[config.mk]
export PLATFORM = sky130hd
export DESIGN_NAME = membus_arb
export DESIGN_NICKNAME = d
export VERILOG_FILES = /design/src/rtl/membus_pkg.sv /design/src/rtl/membus_arb_rr_pick.sv /design/src/rtl/membus_arb.sv
export SDC_FILE = /design/constraint.sdc
export NUM_CORES = 1
export LEC_CHECK = 0
export BUFFER_PORTS_ARGS = -buffer_cell sky130_fd_sc_hd__buf_2
export CAP_MARGIN = 20
export CORE_ASPECT_RATIO = 0.5
export CORE_MARGIN = 2
export CORE_UTILIZATION = 40
export DETAILED_ROUTE_END_ITERATION = 6
export PLACE_DENSITY = 0.74
export SLEW_MARGIN = 40
export SYNTH_ARGS = -nofsm -noshare
export SYNTH_HDL_FRONTEND = slang
export SYNTH_SLANG_ARGS = --single-unit
[constraint.sdc]
create_clock -name clk -period 1.2 [get_ports clk]
set_input_delay 0.24 -clock clk [delete_from_list [all_inputs] [get_ports clk]]
set_output_delay 0.24 -clock clk [all_outputs]
set_load 0.02 [all_outputs]
[src/rtl/membus_pkg.sv]
// Shared types and constants for the external memory bus arbiter.
// Widths, bus direction encodings and FSM state encodings live here.
package membus_pkg;

    localparam int ADDR_W_DFLT = 16;
    localparam int DATA_W_DFLT = 8;

    localparam logic RW_READ  = 1'b0;
    localparam logic RW_WRITE = 1'b1;

    typedef enum logic {
        ST_IDLE = 1'b0,
        ST_BUSY = 1'b1
    } state_t;

    // Pointer/index width for 2..4 requesters.
    function automatic int ptr_w(input int nreq);
        return (nreq > 2) ? 2 : 1;
    endfunction

endpackage

[src/rtl/membus_arb_rr_pick.sv]
// Combinational round-robin picker: first asserted request scanning ptr, ptr+1, ... mod NREQ.
// Produces a one-hot pick, its index, and a hit flag when any request is pending.
import membus_pkg::*;

module rr_pick #(
    parameter int NREQ  = 2,
    parameter int PTR_W = 1
) (
    input  logic [NREQ-1:0]  req,
    input  logic [PTR_W-1:0] ptr,
    output logic [NREQ-1:0]  pick,
    output logic [PTR_W-1:0] idx,
    output logic             hit
);

    logic [PTR_W:0] cand;

    always_comb begin
        pick = '0;
        idx  = '0;
        hit  = 1'b0;
        cand = '0;
        for (int off = 0; off < NREQ; off++) begin
            cand = {1'b0, ptr} + (PTR_W+1)'(off);
            if (cand >= (PTR_W+1)'(NREQ)) begin
                cand = cand - (PTR_W+1)'(NREQ);
            end
            if (!hit && req[cand[PTR_W-1:0]]) begin
                hit                     = 1'b1;
                pick[cand[PTR_W-1:0]]   = 1'b1;
                idx                     = cand[PTR_W-1:0];
            end
        end
    end

endmodule

[src/rtl/membus_arb.sv]
// Round-robin arbiter for the single external memory bus, one transaction in flight.
// Optional BUSY timeout with error completion is enabled by defining MEMBUS_TIMEOUT_EN.
//
// state   | meaning
// --------+---------------------------------------------------------------
// ST_IDLE | no transaction; picks next requester from rr_ptr when any req
// ST_BUSY | mem_* and gnt held; waits for mem_rdy (or timeout) to complete
import membus_pkg::*;

module membus_arb #(
    parameter int NREQ   = 2,
    parameter int ADDR_W = ADDR_W_DFLT,
    parameter int DATA_W = DATA_W_DFLT
`ifdef MEMBUS_TIMEOUT_EN
    , parameter int TIMEOUT_CYC = 15
`endif
) (
    input  logic                     clk,
    input  logic                     rst,
    input  logic [NREQ-1:0]          req,
    input  logic [NREQ*ADDR_W-1:0]   req_addr,
    input  logic [NREQ*DATA_W-1:0]   req_wdata,
    input  logic [NREQ-1:0]          req_rw,
    output logic [NREQ-1:0]          gnt,
    output logic [NREQ-1:0]          done,
    output logic [DATA_W-1:0]        rdata,
    output logic                     err,
    output logic                     mem_valid,
    output logic [ADDR_W-1:0]        mem_addr,
    output logic [DATA_W-1:0]        mem_wdata,
    output logic                     mem_rw,
    input  logic                     mem_rdy,
    input  logic [DATA_W-1:0]        mem_rdata
);

    localparam int PTR_W = ptr_w(NREQ);

    state_t           state, state_nxt;
    logic [PTR_W-1:0] rr_ptr;
    logic [PTR_W-1:0] idx_q;
    logic [NREQ-1:0]  pick_oh;
    logic [PTR_W-1:0] pick_idx;
    logic             pick_hit;
    logic             start;
    logic             finish;
    logic             tmo_hit;

    rr_pick #(
        .NREQ  (NREQ),
        .PTR_W (PTR_W)
    ) u_rr_pick (
        .req  (req),
        .ptr  (rr_ptr),
        .pick (pick_oh),
        .idx  (pick_idx),
        .hit  (pick_hit)
    );

`ifdef MEMBUS_TIMEOUT_EN
    logic [7:0] wait_cnt;

    always_ff @(posedge clk) begin
        if (rst || start) begin
            wait_cnt <= '0;
        end else if (state == ST_BUSY && !mem_rdy) begin
            wait_cnt <= wait_cnt + 8'd1;
        end
    end

    // Fires on the BUSY cycle whose increment would reach TIMEOUT_CYC; mem_rdy wins.
    assign tmo_hit = (state == ST_BUSY) && !mem_rdy && (wait_cnt == 8'(TIMEOUT_CYC - 1));
`else
    assign tmo_hit = 1'b0;
`endif

    always_ff @(posedge clk) begin
        if (rst) begin
            state <= ST_IDLE;
        end else begin
            state <= state_nxt;
        end
    end

    always_comb begin
        state_nxt = state;
        start     = 1'b0;
        finish    = 1'b0;
        case (state)
            ST_IDLE: begin
                if (pick_hit) begin
                    start     = 1'b1;
                    state_nxt = ST_BUSY;
                end
            end
            ST_BUSY: begin
                if (mem_rdy || tmo_hit) begin
                    finish    = 1'b1;
                    state_nxt = ST_IDLE;
                end
            end
            default: state_nxt = ST_IDLE;
        endcase
    end

    always_ff @(posedge clk) begin
        if (rst) begin
            rr_ptr    <= '0;
            idx_q     <= '0;
            gnt       <= '0;
            done      <= '0;
            err       <= 1'b0;
            rdata     <= '0;
            mem_valid <= 1'b0;
            mem_addr  <= '0;
            mem_wdata <= '0;
            mem_rw    <= 1'b0;
        end else begin
            done <= '0;
            err  <= 1'b0;
            if (start) begin
                gnt       <= pick_oh;
                idx_q     <= pick_idx;
                mem_valid <= 1'b1;
                mem_addr  <= req_addr[pick_idx*ADDR_W +: ADDR_W];
                mem_wdata <= req_wdata[pick_idx*DATA_W +: DATA_W];
                mem_rw    <= req_rw[pick_idx];
            end
            if (finish) begin
                // gnt is one-hot on the granted index, so it doubles as the done mask.
                done      <= gnt;
                gnt       <= '0;
                mem_valid <= 1'b0;
                rr_ptr    <= (idx_q == PTR_W'(NREQ - 1)) ? '0 : idx_q + PTR_W'(1);
                if (tmo_hit) begin
                    err   <= 1'b1;
                    rdata <= '0;
                end else if (mem_rw == RW_READ) begin
                    rdata <= mem_rdata;
                end
            end
        end
    end

endmodule
---- Yosys cells after proc, flatten, opt, wreduce, memory -nomap -nowiden ----
Index checks and enable logic that the tools add are counted.
W data, S select, Z words.
word-level totals
  bits in registers ....................... 41
  input bits .............................. 63
  output and inout port bits .............. 39
  logic and storage cells ................. 59
operators by class
  add/subtract/negate cells ............... 4
  order comparisons ....................... 7
  shift operators ......................... 2
  multiplexer cells ....................... 25
  bitwise operators ....................... 4
  reductions and logical operators ........ 7
operators by type and width
  cell                   number
  $shiftx A32 B6 Y16     1
  $mux W1                20
  $shiftx A16 B5 Y8      1
  $lt A1 B2 Y1 const B   3
  $mux W2                2
  $reduce_or A2 Y1       2
  $logic_and A1 B1 Y1    3
  $not A1 Y1             3
  $add A1 B1 Y2 const B  1
  $demux W1 S1           2
  $ge A1 B1 Y1 const B   2
  $ge A1 B2 Y1 const B   1
  $ge A2 B2 Y1 const B   1
  $or A2 B2 Y2           1
  $pmux W1 S2            1
  $reduce_and A2 Y1      1
  $sub A1 B1 Y1 const B  2
  $add A1 B1 Y1 const B  1
  $logic_not A1 Y1       1

---- Depth between registers and ports, before layout ----
  depth after elaboration ................. 10
  depth in mapped cells ................... 5
  gate-level depth less buffers ........... 3

---- By module ----
From an unflattened synthesis, not the netlist that was laid out.
unflattened totals
  cells, all modules ...................... 185
  area, all modules ....................... 1864.3 µm²
by module, submodules not included
  module      times used  cells an instance  area each (µm²)  seq. area each (µm²)
  membus_arb  1           180                1831.8           820.8
  rr_pick     1           5                  32.5             0.0

---- Worst setup path after synthesis ----
Ideal clock, no wire load.
  path type ............................... register to register
  start point ............................. register rr_ptr
  end point ............................... register mem_wdata[0]
  library setup time ...................... 0.147 ns
  arrival time ............................ 1.014 ns
  data required time ...................... 1.053 ns
  slack ................................... 0.039 ns
  stages on the path, launching flop included .. 5
  path buffers ............................ 1
  clock period less this slack ............ 1.161 ns
  path through ............................ dfxtp_1 and2b_2 buf_4 o21ai_0 a311oi_2
between the ends
  word-level cells in the longest chain between the ends .. 10
  elaborated cells between the ends (all ways) .. 20
  classes of those cells .................. 3 x add/sub; 2 x order compare; 1 x shift; 12 x mux; 2 x reduce/logical
RTL lines
  what                                                                   RTL line           RTL
  start: declaration                                                     membus_arb.sv:39   logic [PTR_W-1:0] rr_ptr;
  start signal: assignment                                               membus_arb.sv:133  rr_ptr <= (idx_q == PTR_W'(NREQ - 1)) ? '0 : idx_q + PTR_W'(1);
  parallel branches: the longest is 10 deep, another holds $ge A1 B2 Y1  -
  end signal: assignment                                                 membus_arb.sv:125  mem_wdata <= req_wdata[pick_idx*DATA_W +: DATA_W];
  end: declaration                                                       membus_arb.sv:30   output logic [DATA_W-1:0] mem_wdata,
Parallel ways; which one is timed is not known. The select of a mux whose other input is x is not followed.
A chain may end at the register's enable or synchronous reset.

---- Final worst setup path ----
  start point ............................. register rr_ptr
  end point ............................... register mem_addr[14]
between the ends
  word-level cells in the longest chain between the ends .. 10
  elaborated cells between the ends (all ways) .. 20
  classes of those cells .................. 3 x add/sub; 2 x order compare; 1 x shift; 12 x mux; 2 x reduce/logical
RTL lines
  what                                                                   RTL line           RTL
  parallel branches: the longest is 10 deep, another holds $ge A1 B2 Y1  -
  end signal: assignment                                                 membus_arb.sv:124  mem_addr <= req_addr[pick_idx*ADDR_W +: ADDR_W];
  end: declaration                                                       membus_arb.sv:29   output logic [ADDR_W-1:0] mem_addr,
Parallel ways; which one is timed is not known. The select of a mux whose other input is x is not followed.

==> impl_metrics.csv <==
group,metric,value,unit
run_status,status,"complete, no violations",
routing,ant_nets,0,
floorplan,die_h,54.3,microns
min_path,whs_path_depth,3,
yosys,ys_seq_area_share,40.5,%
placed_design,routabilityCongestion,0.727,
setup_path,arrival,1.39,ns
yosys,synth_top_area_share,40.5,%
yosys,ys_ff_latch,41,
setup_path,crit_fanout,12,
routing,drt_iter0_markers,78,
setup_path,reg2reg_slack,0.01,ns
placed_design,dp.final_hpwl,3920,microns
floorplan,io_pins,102,
timing,setup_viol,0,
grt,grt_util_all_layers,18.3,%
floorplan,die-area,5680,sq um
yosys,synth_area_leaders,"dfxtp_1 (41%), a311oi_2 (18%), nor2_2 (7.4%)",
clocking,cts-root-buf,"clkbuf_8",
clocking,clk_latency,0.29,ns
pwr,ir_worst_vdd,0.000702,V
routing,routed_wl,5880,microns
clocking,path_clk_slew,0.08,ns
timing,whs,0.176,ns
setup_path,cp-start-kind,"flop",
yosys,synth_top_family_by_area,"compound AO/OA/AOI/OAI gates",
setup_path,crit_path_end_kind,"flop",
yosys,yosys_warnings,0,
clocking,cts_tree,"yes",
yosys,ys_types,30,
timing,rsz0062_at_grt,"yes",
timing,finalHoldViolCount,0,
timing,maxSlewViolCount,0,
yosys,yosys.area.top_type,"dfxtp_1",
yosys,synth_compound_area_share,26.5,%
cells_and_area,n_antenna_cell,0,
routing,dr_total_vias,2033,
cells_and_area,stdcell_area,2900,sq um
yosys,netlist_instances,206,
min_path,hold_path.class,"input port to flop",
floorplan,rows,18,
yosys,yosys.area_share.simple,20.1,%
cells_and_area,final_layout_size_suffix_gt1_share,58.3,%
pwr,p_per_area,1230,nW/um^2
routing,drc,0,
clocking,cts_buffers,5,
routing,avgRoutedWirePerCell,15.3,microns
job,max_cap_violations,0,
clocking,cts_hold_buffers,0,
yosys,synthesis.nets,269,
yosys,syn_area,2020,sq um
placed_design,dpl-instance-area,2630,sq um
setup_path,required,1.40,ns
setup_path,criticalPathCategory,"flop to flop",
timing,max_freq,843,MHz
clocking,cts_sinks,41,
pwr,p_leak,0.00130,uW
timing,layout_min_cycle_time,1.19,ns
yosys,synth_common_cells,"dfxtp_1 (41), nand3_1 (25), a311oi_2 (24), nor2_2 (24), o21ai_0 (19)",
floorplan,coreArea,4910,sq um
routing,dr.pass1.iters,4,
cells_and_area,syn_to_final_growth,43.1,%
cells_and_area,num-fill-cells,437,
yosys,synth_fa_ha_area_share,0,%
yosys,synthXorXnorAreaFrac,0,%
grt,grt_pass1_vias,1814,
yosys,async_flop_share,0,%
clocking,clockBufferDepth,2,
setup_path,r2r_cells,4,
clocking,htree_levels,2,
grt,antenna_found_initial,0,
cells_and_area,finalNetCount,376,
grt,grt-ovfl-total,0,
floorplan,start_util,41.2,%
grt,grt_pass1_wl,8110,microns
yosys,synthMuxAreaShare,3.96,%
placed_design,io_buffers,100,
yosys,yosysMostFrequentCell,"dfxtp_1",
yosys,synthFlopType,"dfxtp_1",
grt,grt_max_degree,26,
yosys,synth-edff-count,0,
timing,period_share,98.8,%
yosys,postSynthAreaPerCell,9.83,sq um
routing,via_per_inst,5.29,
floorplan,dieWidth,105,microns
timing,finClkSkew,0.00716,ns
## registers in the layout (all words and copies together) (netlist names), 2 cells and up
signal	cells
rdata	8
mem_addr	16
done	2
gnt	2
mem_wdata	8
## worst max-delay path, cell delays in order, from the launching register on
cell       delay [ns]
dfxtp_4          0.39
nand2b_4         0.16
clkbuf_16        0.17
nand3_1          0.10
a311oi_2         0.28
## report_power, final
group	switching [uW]	leakage [uW]	internal (uW)
clock	474	0.0000542	520
combinational	558	0.000911	474
sequential	76.9	0.000339	1470
## cell families after synthesis
family / Yosys count
compound gates: 57
buf+inv: 23
flops: 41
mux: 8
other cells: 1
simple gates: 76
## per-stage QoR
| stage | cells | util (%) | total power, uW | worst slack [ns] | TNS [ns] |
|---|---|---|---|---|---|
| finish | 384 | 59.0 | 3580 | 0.0143 | 0 |
| global placement | 367 | 53.5 | 2460 | -0.0571 | -0.912 |
| CTS | 377 | 56.6 | 3530 | 0.000775 | 0 |
| global route | 384 | 59.0 | 3750 | -0.0249 | -0.281 |
| detailed placement | 367 | 53.5 | 2490 | -0.136 | -2.00 |
| floorplan | 206 | - | 2200 | 0.0394 | 0 |
## final timing paths
kind / from / end
worst min-delay path: mem_rdata[2] / rdata[2]$_SDFFE_PP0P_
worst max register to register: rr_ptr$_SDFFE_PP0P_ / mem_addr[14]$_SDFFE_PP0P_
worst max-delay path: rr_ptr$_SDFFE_PP0P_ / mem_addr[14]$_SDFFE_PP0P_
worst min register to register: idx_q$_SDFFE_PP0P_ / idx_q$_SDFFE_PP0P_
## metal layers
layer | GRT usage, % | vias up | share of wire, %
li1 | - | 971 | -
met1 | 22.4 | 982 | 45
met2 | 33.3 | 71 | 48
met3 | 4.40 | 9 | 5.8
met4 | 5.11 | 0 | 1.1
met5 | 0 | - | 0
## final cells by class
cell class | instances | area [sq um] | area share (%)
inverters | 1 | 3.75 | 0.130
clock inverters | 1 | 5.00 | 0.173
well taps | 70 | 87.6 | 3.02
clock buffers | 7 | 96.3 | 3.33
flip-flops and latches | 41 | 826 | 28.5
repair buffers | 119 | 803 | 27.7
multi-input cells | 145 | 1070 | 37.1
## placed cells by master (no fill, tap or decap), types with 2 or more instances in the layout
master	count
a311oi_2	25
buf_4	8
nor2_1	12
mux2i_1	8
buf_12	7
dfxtp_1	39
a21oi_1	4
clkbuf_8	7
nand3_1	25
nor3b_1	2
o21ai_1	7
and2b_4	2
and2b_1	2
nand2_1	5
nor2_2	24
nand3b_1	2
o21ai_0	19
clkbuf_16	3
buf_2	100
## timing repair
item / in CTS / in global routing
gates resized for setup: 5 / 6
pin swaps: 0 / 2
endpoints found under the setup margin: 27 / 28
cloned: 2 / 5
buffers inserted: 0 / 2
(Power assumes the default switching activity.)
